<file path="src/rtl/pim_cmd_sequencer_if.sv">
// Command and input-word handshake bundle between the peripheral bus master
// and pim_cmd_sequencer.
interface pim_cmd_sequencer_if;
   logic        cmd_valid;
   logic        cmd_ready;
   logic [2:0]  cmd_mode;
   logic [6:0]  cmd_row_addr7;
   logic [8:0]  cmd_col_addr9;
   logic        data_valid;
   logic [31:0] data;
   logic        data_ready;

   modport master (
      output cmd_valid, cmd_mode, cmd_row_addr7, cmd_col_addr9, data_valid, data,
      input  cmd_ready, data_ready
   );

   modport slave (
      input  cmd_valid, cmd_mode, cmd_row_addr7, cmd_col_addr9, data_valid, data,
      output cmd_ready, data_ready
   );
endinterface

</file>
<file path="src/rtl/pim_cmd_sequencer.sv">
// PIM command sequencer: accepts one command, streams 16 MAC input words, then
// runs the execution phase. Optional abort input enabled by PIM_SEQ_ABORT_EN.
module pim_cmd_sequencer #(
   parameter int unsigned READ_CYCLES  = 4,
   parameter int unsigned PROG_CYCLES  = 12,
   parameter int unsigned ERASE_CYCLES = 16,
   parameter int unsigned MAC_CYCLES   = 8
) (
   input  logic                clk_i,
   input  logic                rst_ni,
`ifdef PIM_SEQ_ABORT_EN
   input  logic                abort_i,
`endif
   pim_cmd_sequencer_if.slave  bus,
   output logic                pim_en_o,
   output logic [2:0]          pim_mode_o,
   output logic [3:0]          exec_cnt_o,
   output logic [6:0]          row_addr7_o,
   output logic [8:0]          col_addr9_o,
   output logic [31:0]         input_data_o,
   output logic [3:0]          data_rx_cnt_o,
   output logic                in_buf_write_o,
   output logic                in_buf_read_o,
   output logic                busy_o,
   output logic                done_o,
   output logic                err_o
);

   typedef enum logic [2:0] {S_IDLE, S_LOAD, S_FLUSH, S_EXEC, S_DONE} state_e;

   localparam logic [2:0] MODE_READ  = 3'd1;
   localparam logic [2:0] MODE_PROG  = 3'd2;
   localparam logic [2:0] MODE_ERASE = 3'd3;
   localparam logic [2:0] MODE_MAC   = 3'd4;

   localparam logic [3:0] READ_LAST  = 4'(READ_CYCLES - 1);
   localparam logic [3:0] PROG_LAST  = 4'(PROG_CYCLES - 1);
   localparam logic [3:0] ERASE_LAST = 4'(ERASE_CYCLES - 1);
   localparam logic [3:0] MAC_LAST   = 4'(MAC_CYCLES - 1);

   state_e      state_q, state_d;
   logic [2:0]  mode_q, mode_d;
   logic [6:0]  row_q, row_d;
   logic [8:0]  col_q, col_d;
   logic [3:0]  k_q, k_d;
   logic [3:0]  cnt_q, cnt_d;
   logic        err_q, err_d;
   logic        wr_q, wr_d;
   logic [31:0] wdata_q, wdata_d;
   logic [3:0]  wslot_q, wslot_d;
   logic [3:0]  exec_last;
   logic        abort_req;

`ifdef PIM_SEQ_ABORT_EN
   assign abort_req = abort_i &&
                      (state_q == S_LOAD || state_q == S_FLUSH || state_q == S_EXEC);
`else
   assign abort_req = 1'b0;
`endif

   always_comb begin
      case (mode_q)
         MODE_READ:  exec_last = READ_LAST;
         MODE_PROG:  exec_last = PROG_LAST;
         MODE_ERASE: exec_last = ERASE_LAST;
         default:    exec_last = MAC_LAST;
      endcase
   end

   always_ff @(posedge clk_i or negedge rst_ni) begin
      if (!rst_ni) begin
         state_q <= S_IDLE;
         mode_q  <= '0;
         row_q   <= '0;
         col_q   <= '0;
         k_q     <= '0;
         cnt_q   <= '0;
         err_q   <= 1'b0;
         wr_q    <= 1'b0;
         wdata_q <= '0;
         wslot_q <= '0;
      end else begin
         state_q <= state_d;
         mode_q  <= mode_d;
         row_q   <= row_d;
         col_q   <= col_d;
         k_q     <= k_d;
         cnt_q   <= cnt_d;
         err_q   <= err_d;
         wr_q    <= wr_d;
         wdata_q <= wdata_d;
         wslot_q <= wslot_d;
      end
   end

   always_comb begin
      state_d = state_q;
      mode_d  = mode_q;
      row_d   = row_q;
      col_d   = col_q;
      k_d     = k_q;
      cnt_d   = '0;
      err_d   = err_q;
      wr_d    = 1'b0;
      wdata_d = wdata_q;
      wslot_d = wslot_q;

      case (state_q)
         S_IDLE: begin
            k_d = '0;
            if (bus.cmd_valid) begin
               mode_d = bus.cmd_mode;
               row_d  = bus.cmd_row_addr7;
               col_d  = bus.cmd_col_addr9;
               err_d  = 1'b0;
               case (bus.cmd_mode)
                  MODE_MAC:                        state_d = S_LOAD;
                  MODE_READ, MODE_PROG, MODE_ERASE: state_d = S_EXEC;
                  default: begin
                     state_d = S_DONE;
                     err_d   = 1'b1;
                  end
               endcase
            end
         end
         S_LOAD: begin
            // Write strobe and slot are registered so they appear one cycle after the handshake.
            if (bus.data_valid) begin
               wr_d    = 1'b1;
               wdata_d = bus.data;
               wslot_d = k_q;
               k_d     = k_q + 4'd1;
               if (k_q == 4'd15) state_d = S_FLUSH;
            end
         end
         S_FLUSH: state_d = S_EXEC;
         S_EXEC: begin
            if (cnt_q == exec_last) state_d = S_DONE;
            else                    cnt_d   = cnt_q + 4'd1;
         end
         S_DONE: begin
            state_d = S_IDLE;
            err_d   = 1'b0;
         end
         default: state_d = S_IDLE;
      endcase

      if (abort_req) begin
         state_d = S_DONE;
         err_d   = 1'b1;
         wr_d    = 1'b0;
         cnt_d   = '0;
      end
   end

   assign bus.cmd_ready  = (state_q == S_IDLE);
   assign bus.data_ready = (state_q == S_LOAD);

   assign pim_en_o       = (state_q == S_EXEC);
   assign pim_mode_o     = mode_q;
   assign exec_cnt_o     = cnt_q;
   assign row_addr7_o    = row_q;
   assign col_addr9_o    = col_q;
   assign input_data_o   = wdata_q;
   assign data_rx_cnt_o  = wslot_q;
   assign in_buf_write_o = wr_q;
   assign in_buf_read_o  = (state_q == S_EXEC) && (mode_q == MODE_MAC) && (cnt_q == 4'd0);
   assign busy_o         = (state_q != S_IDLE);
   assign done_o         = (state_q == S_DONE);
   assign err_o          = (state_q == S_DONE) && err_q;

endmodule

</file>
<file path="src/flat_wrapper.sv">
// flat-port wrapper written by rule: the top's interface ports become plain ports
module pim_cmd_sequencer_flat 
#(
   parameter int unsigned READ_CYCLES  = 4,
   parameter int unsigned PROG_CYCLES  = 12,
   parameter int unsigned ERASE_CYCLES = 16,
   parameter int unsigned MAC_CYCLES   = 8
)
  (clk_i, rst_ni, pim_en_o, pim_mode_o, exec_cnt_o, row_addr7_o, col_addr9_o, input_data_o, data_rx_cnt_o, in_buf_write_o, in_buf_read_o, busy_o, done_o, err_o, bus_cmd_valid, bus_cmd_mode, bus_cmd_row_addr7, bus_cmd_col_addr9, bus_data_valid, bus_data, bus_cmd_ready, bus_data_ready);
  pim_cmd_sequencer_if bus_i ();
  input  logic clk_i;
  input  logic rst_ni;
  output logic pim_en_o;
  output logic [2:0] pim_mode_o;
  output logic [3:0] exec_cnt_o;
  output logic [6:0] row_addr7_o;
  output logic [8:0] col_addr9_o;
  output logic [31:0] input_data_o;
  output logic [3:0] data_rx_cnt_o;
  output logic in_buf_write_o;
  output logic in_buf_read_o;
  output logic busy_o;
  output logic done_o;
  output logic err_o;
  input wire logic [$bits(bus_i.cmd_valid)-1:0] bus_cmd_valid;
  input wire logic [$bits(bus_i.cmd_mode)-1:0] bus_cmd_mode;
  input wire logic [$bits(bus_i.cmd_row_addr7)-1:0] bus_cmd_row_addr7;
  input wire logic [$bits(bus_i.cmd_col_addr9)-1:0] bus_cmd_col_addr9;
  input wire logic [$bits(bus_i.data_valid)-1:0] bus_data_valid;
  input wire logic [$bits(bus_i.data)-1:0] bus_data;
  output wire logic [$bits(bus_i.cmd_ready)-1:0] bus_cmd_ready;
  output wire logic [$bits(bus_i.data_ready)-1:0] bus_data_ready;
  assign bus_i.cmd_valid = bus_cmd_valid;
  assign bus_i.cmd_mode = bus_cmd_mode;
  assign bus_i.cmd_row_addr7 = bus_cmd_row_addr7;
  assign bus_i.cmd_col_addr9 = bus_cmd_col_addr9;
  assign bus_i.data_valid = bus_data_valid;
  assign bus_i.data = bus_data;
  assign bus_cmd_ready = bus_i.cmd_ready;
  assign bus_data_ready = bus_i.data_ready;
  pim_cmd_sequencer #(.READ_CYCLES(READ_CYCLES), .PROG_CYCLES(PROG_CYCLES), .ERASE_CYCLES(ERASE_CYCLES), .MAC_CYCLES(MAC_CYCLES)) u_core (.clk_i(clk_i), .rst_ni(rst_ni), .bus(bus_i), .pim_en_o(pim_en_o), .pim_mode_o(pim_mode_o), .exec_cnt_o(exec_cnt_o), .row_addr7_o(row_addr7_o), .col_addr9_o(col_addr9_o), .input_data_o(input_data_o), .data_rx_cnt_o(data_rx_cnt_o), .in_buf_write_o(in_buf_write_o), .in_buf_read_o(in_buf_read_o), .busy_o(busy_o), .done_o(done_o), .err_o(err_o));
endmodule
</file>
<file path="config.mk">
export PLATFORM = sky130hd
export DESIGN_NAME = pim_cmd_sequencer_flat
export DESIGN_NICKNAME = d
export VERILOG_FILES = /design/src/rtl/pim_cmd_sequencer_if.sv /design/src/rtl/pim_cmd_sequencer.sv /design/src/flat_wrapper.sv
export SDC_FILE = /design/constraint.sdc
export NUM_CORES = 1
export LEC_CHECK = 0
export ABC_AREA = 1
export CORE_MARGIN = 4
export CORE_UTILIZATION = 38
export DETAILED_ROUTE_END_ITERATION = 8
export PLACE_DENSITY_LB_ADDON = 0.12
export SYNTH_ARGS = -nofsm -noshare
export SYNTH_HDL_FRONTEND = slang
export SYNTH_SLANG_ARGS = --single-unit
export TNS_END_PERCENT = 30
</file>
<file path="constraint.sdc">
create_clock -name clk_i -period 1.2 [get_ports clk_i]
set_input_delay 0.18 -clock clk_i [delete_from_list [all_inputs] [get_ports clk_i]]
set_output_delay 0.18 -clock clk_i [all_outputs]
set_load 0.005 [all_outputs]
</file>
Word-level counts from Yosys, hierarchy flattened
Index checks and enable logic that the tools add are counted.
- logic and storage cells: 61
- output and inout bits: 67
- RAM bits: 0
- bits in latches: 0
- memory bits (read-only): 0
- bits in registers: 68
- memories: 0
- multiplexer cells: 16
- reduce and logical (&&, ||, !) cells: 15
- shift operators: 0
- $lt $le $gt $ge: 0
- add/sub/neg operators: 2
- bitwise operators: 0
- $mul: 0
- div/mod/pow operators: 0
- eq/ne operators: 18
- operators by type and width (kind ; number):
    $eq A3 B2 Y1 const B ; 6
    $mux W3 ; 4
    $mux W4 ; 3
    $pmux W3 S4 ; 1
    $pmux W4 S3 ; 1
    $eq A3 B1 Y1 const B ; 3
    $eq A3 B3 Y1 const B ; 3
    $add A4 B1 Y4 const B ; 2
    $pmux W4 S2 ; 1
    $reduce_and A2 Y1 ; 4
    $pmux W3 S2 ; 1
    $eq A4 B4 Y1 ; 1
    $eq A4 B4 Y1 const B ; 1
    $logic_not A4 Y1 ; 1
    $mux W1 ; 4
    $ne A2 B1 Y1 const B ; 2
    $ne A2 B2 Y1 const B ; 2
    $reduce_and A4 Y1 ; 1
    $reduce_bool A2 Y1 ; 2
    $reduce_or A4 Y1 ; 1
    $logic_and A1 B1 Y1 ; 3
    $logic_not A3 Y1 ; 1
    $reduce_bool A3 Y1 ; 1
    $reduce_or A3 Y1 ; 1
    $pmux W1 S2 ; 1

Longest topological paths before layout
- depth in word-level cells: 5
- mapped depth: 10
- mapped depth without buffers: 10

Worst setup path before layout
No wires, ideal clock.
- path kind: flip-flop to flip-flop
- from: reg u_core.state_q[2]
- to: reg u_core.k_q[3]
- path slack: -90 ps
- arrival time: 1163 ps
- stages on the path, launching flop included: 8
- library setup time: 127 ps
- cell sequence: dfrtp_1 inv_2 nand3_4 nor2_8 inv_2 buf_4 nor3_1 nor3_1
- longest elaborated chain between the ends: 3
- elaborated cells between the ends (all ways): 6
- RTL lines (what ; line ; text):
    from (decl) ; pim_cmd_sequencer.sv:41 ; state_e state_q, state_d;
    from (signal assigned) ; pim_cmd_sequencer.sv:83 ; state_q <= state_d;
    $eq A3 B1 Y1 or $logic_not A3 Y1 (tied branches) ; pim_cmd_sequencer.sv:108 ; case (state_q)
    $ne A2 B2 Y1 (no line) or $reduce_bool A2 Y1 (tied branches) ; - ;
    $reduce_and A2 Y1 (no line) ; - ;
    to (signal assigned) ; pim_cmd_sequencer.sv:87 ; k_q <= k_d;
    to (decl) ; pim_cmd_sequencer.sv:45 ; logic [3:0] k_q, k_d;
Parallel ways exist; a longest one is shown, timed or not.
A chain may end at the register's enable or synchronous reset.

Worst setup path after layout
- from: reg u_core.state_q[0]
- to: out in_buf_read_o
- longest elaborated chain between the ends: 3
- RTL lines (what ; line ; text):
    $eq A3 B2 Y1 ; pim_cmd_sequencer.sv:167 ; assign in_buf_read_o = (state_q == S_EXEC) && (mode_q == MODE_MAC) && (cnt_q == 4'd0);
    $logic_and A1 B1 Y1 (2 in series) ; pim_cmd_sequencer.sv:167 ;
    to (decl) ; flat_wrapper.sv:21 ; output logic in_buf_read_o;
No other way between the ends.

==> out/results.tsv <==
stage	metric	value	unit
worst_hold_path	worst hold start	bus_data[22]	
sta	clk_skew	7.19	ps
finish	non-filler instance count after layout	609	
grt	total gr overflow	0	
finish	area of the multi-input gates	0.00110	mm^2
yosys	Synthesized Nets	384	
sta	setup TNS	-12150	ps
routing	drt wl/cell	13.5	um
sta	Max Clock Freq	648	MHz
floorplan	std cell rows	31	
status	failing checks	setup timing	
clock_tree	total CTS buffers	9	
power	peak supply drop	1.14	mV
worst_setup_path	Reg2Reg Depth	10	
yosys	Avg Inst Size Synth	8.70	um^2
sta	final hold violation count	0	
clock_tree	clk slew on worst S/H paths	80	ps
routing	drt first-iter violations	61	
finish	Antenna diodes	0	
placement	count of buffers from port buffering	121	
worst_setup_path	CP required	1020	ps
sta	period utilization	129	%
yosys	part of the Yosys area used for sequential elements	60.0	%
finish	final instance area	0.00498	mm^2
routing	Via-to-Cell Ratio	4.47	
grt	initial antenna violation count	0	
yosys	#FFs+latches synth	68	
worst_setup_path	Critical path buffers and inverters	3	
finish	FF+latch area	0.00170	mm^2
sta	Rel. slew slack	75.0	%
clock_tree	Max clock buf depth	2	
floorplan	Initial Utilization	39.1	%
yosys	area leader, netlist	dfrtp_1	
sta	unrepaired setup endpoints after global routing	true	
yosys	top-area cell type share of the netlist area	60.0	%
floorplan	die width	94.4	um
grt	largest net degree at the start of global routing	69	
routing	antenna-violating nets left	0	
power	Lkg Pwr	2.59	nW
clock_tree	H-tree depth	3	
sta	Final WS setup	-342	ps
grt	first-pass GRT wire length	13000	um
sta	Least-Margin Pin Slew	375	ps
worst_setup_path	CP max stage delay	350	ps
worst_setup_path	Max Fanout on Critical Path	2	
finish	layout filler cell count	614	
yosys	Post-synth EDFFs	0	
routing	final wirelength	8190	um
finish	fin util	68.6	%
floorplan	die area	0.00891	mm^2
finish	share of layout cells above drive strength 1	24.5	%
floorplan	Core Box Area	0.00725	mm^2
worst_setup_path	CP Cell Sequence	nand2_1, nor2_2, buf_4, inv_1, nor3_2, buf_2	
worst_setup_path	internal reg-to-reg setup slack	-250	ps
yosys	Yosys Warn Count	0	
yosys	Distinct cells, synth	24	
yosys	Post-synth top cells	169 x nand2_1, 68 x dfrtp_1, 19 x inv_1	
status	status	finished, violations left	
worst_setup_path	Crit. End Element	output pin	
grt	GRT Resource Usage Total	18.9	%
worst_setup_path	Critical-path top delay cell	dfrtp_1	
worst_hold_path	hold crit path type	primary input to register	
placement	placed inst area	0.00442	mm^2
worst_setup_path	Reg-to-Reg End	u_core.pim_mode_o[2]	
clock_tree	Sink Count	68	
worst_setup_path	Worst EP arrival	1360	ps
routing	drt first pass iters	4	
worst_setup_path	CP Launch Type	register	
placement	DP HPWL	5380	um
finish	final net count	563	
worst_setup_path	WS Path Type	register to output pin	
run	Max-Cap Viols	0	
routing	vias	2721	
floorplan	Die Span Y	94.4	um
routing	Remaining DRCs	0	
placement	dpl ws	-325	ps
power	pwr dens	2220	mW/mm^2
finish	Area growth syn-to-layout	75.4	%
yosys	count leader, synth	nand2_1	
placement	DP Cell Count	571	
clock_tree	CTS tree	yes	
worst_setup_path	Reg2Reg Launch Point	u_core.state_q[0]	
yosys	FFs w/ async S/R, synth	100	%
yosys	Syn Std Cell Area	0.00284	mm^2
sta	max-slew violation count	0	
yosys	Post-synth top flop	dfrtp_1	
sta	minimum clock period	1540	ps
yosys	Mapped Cells	326	
worst_hold_path	worst hold stages	3	
clock_tree	CTS Root Cell	clkbuf_8	
clock_tree	clk_lat worst skew	340	ps
grt	vias in the first global route	2703	
worst_hold_path	hold path endpoint	u_core.input_data_o[22]	
sta	final setup vio count	74	
worst_setup_path	Top Family by Delay on Critical Path	simple AND/OR/NAND/NOR gates	
floorplan	Ports	122	
yosys	Synth area leaders	dfrtp_1 60%, nand2_1 22%, inv_1 2.5%	
placement	GPL Wtd Cong	0.803	
where the power goes:
part           switching [mW]  internal, mW  leakage [nW]
Sequential              0.464          3.23         0.869
Clock                   0.882          1.23         0.116
Combinational            2.48          2.76          1.60
flip-flops by register name, indices dropped and copies added, names as in the netlist:
signal,cells
u_core.in_buf_write_o,1
u_core.pim_mode_o,3
u_core.err_q,1
u_core.data_rx_cnt_o,4
u_core.exec_cnt_o,4
u_core.k_q,4
u_core.row_addr7_o,7
u_core.state_q,3
u_core.input_data_o,32
u_core.col_addr9_o,9
per-layer routing:
| layer | part of all wire, % | vias up | GRT usage [%] |
|---|---|---|---|
| li1 | - | 1364 | - |
| met1 | 44 | 1268 | 25.0 |
| met2 | 48 | 81 | 30.1 |
| met3 | 6.8 | 8 | 4.62 |
| met4 | 1.1 | 0 | 7.58 |
| met5 | 0 | - | 0 |
placed cells by master, fill, tap and decap left out, drive strengths merged, types with 4 or more instances in the layout:
cell	synthesis	final
a21oi	6	6
buf	10	66
clkbuf	0	11
clkdlybuf4s15	0	26
clkdlybuf4s50	0	53
clkinv	0	4
dfrtp	68	68
dlygate4sd2	0	27
inv	22	26
nand2	171	171
nand3	7	7
nor2	19	19
nor3	5	5
o21ai	8	8
metrics by stage:
step                      total power, mW  hold WS (ps)
after CTS                            10.8           354
after global routing                 11.9           376
after floorplan                      5.63          -116
final                                11.0           366
after global placement               8.54           229
after detailed placement             8.64           231
worst register-to-register path: cells and delay by family (launching register included):
family | cells | cell delay, ps
and+or+nand+nor | 4 | 330
DFF | 1 | 380
buffers and inverters | 5 | 590
AOI/OAI and AO/OA | 1 | 80
worst max-delay path by stage:
stage | cells past startpoint | slack, ps | from | to
final | 6 | -340 | u_core.state_q[0] | in_buf_read_o
after global placement | 5 | -320 | u_core.exec_cnt_o[0] | in_buf_read_o
after floorplan | 7 | -40 | u_core.state_q[2] | u_core.k_q[3]
after detailed placement | 5 | -330 | u_core.state_q[1] | err_o
after CTS | 5 | -300 | u_core.exec_cnt_o[0] | in_buf_read_o
after global routing | 6 | -420 | u_core.state_q[0] | in_buf_read_o
layout make-up:
class / instances / area share, %
repair inverters: 4 / 0.704
clock buffers: 10 / 2.77
multi-input cells: 226 / 22.2
flip-flops and latches: 68 / 34.2
clock inverters: 6 / 1.76
well taps: 99 / 2.49
repair buffers: 174 / 33.7
inverters: 22 / 2.21
what timing repair did:
item / CTS / global route
cloned: 4 / 1
gates resized for setup: 153 / 55
hold buffers: 1 / 0
pin swaps: 12 / 7
setup buffers: 14 / 6
setup endpoints to repair: 133 / 103
endpoints found under the hold margin: 68 / 0
logic make-up (layout without fill, tap and decap cells):
logic type	Yosys count	after routing	synth area share [%]
xor+xnor	3	3	0.926
simple gates	204	204	29.5
fa+ha+maj	3	3	1.32
compound gates	16	16	3.09
flops	68	68	60.0
buf+inv	32	216	5.20
Power figures use the tool's default switching activity.
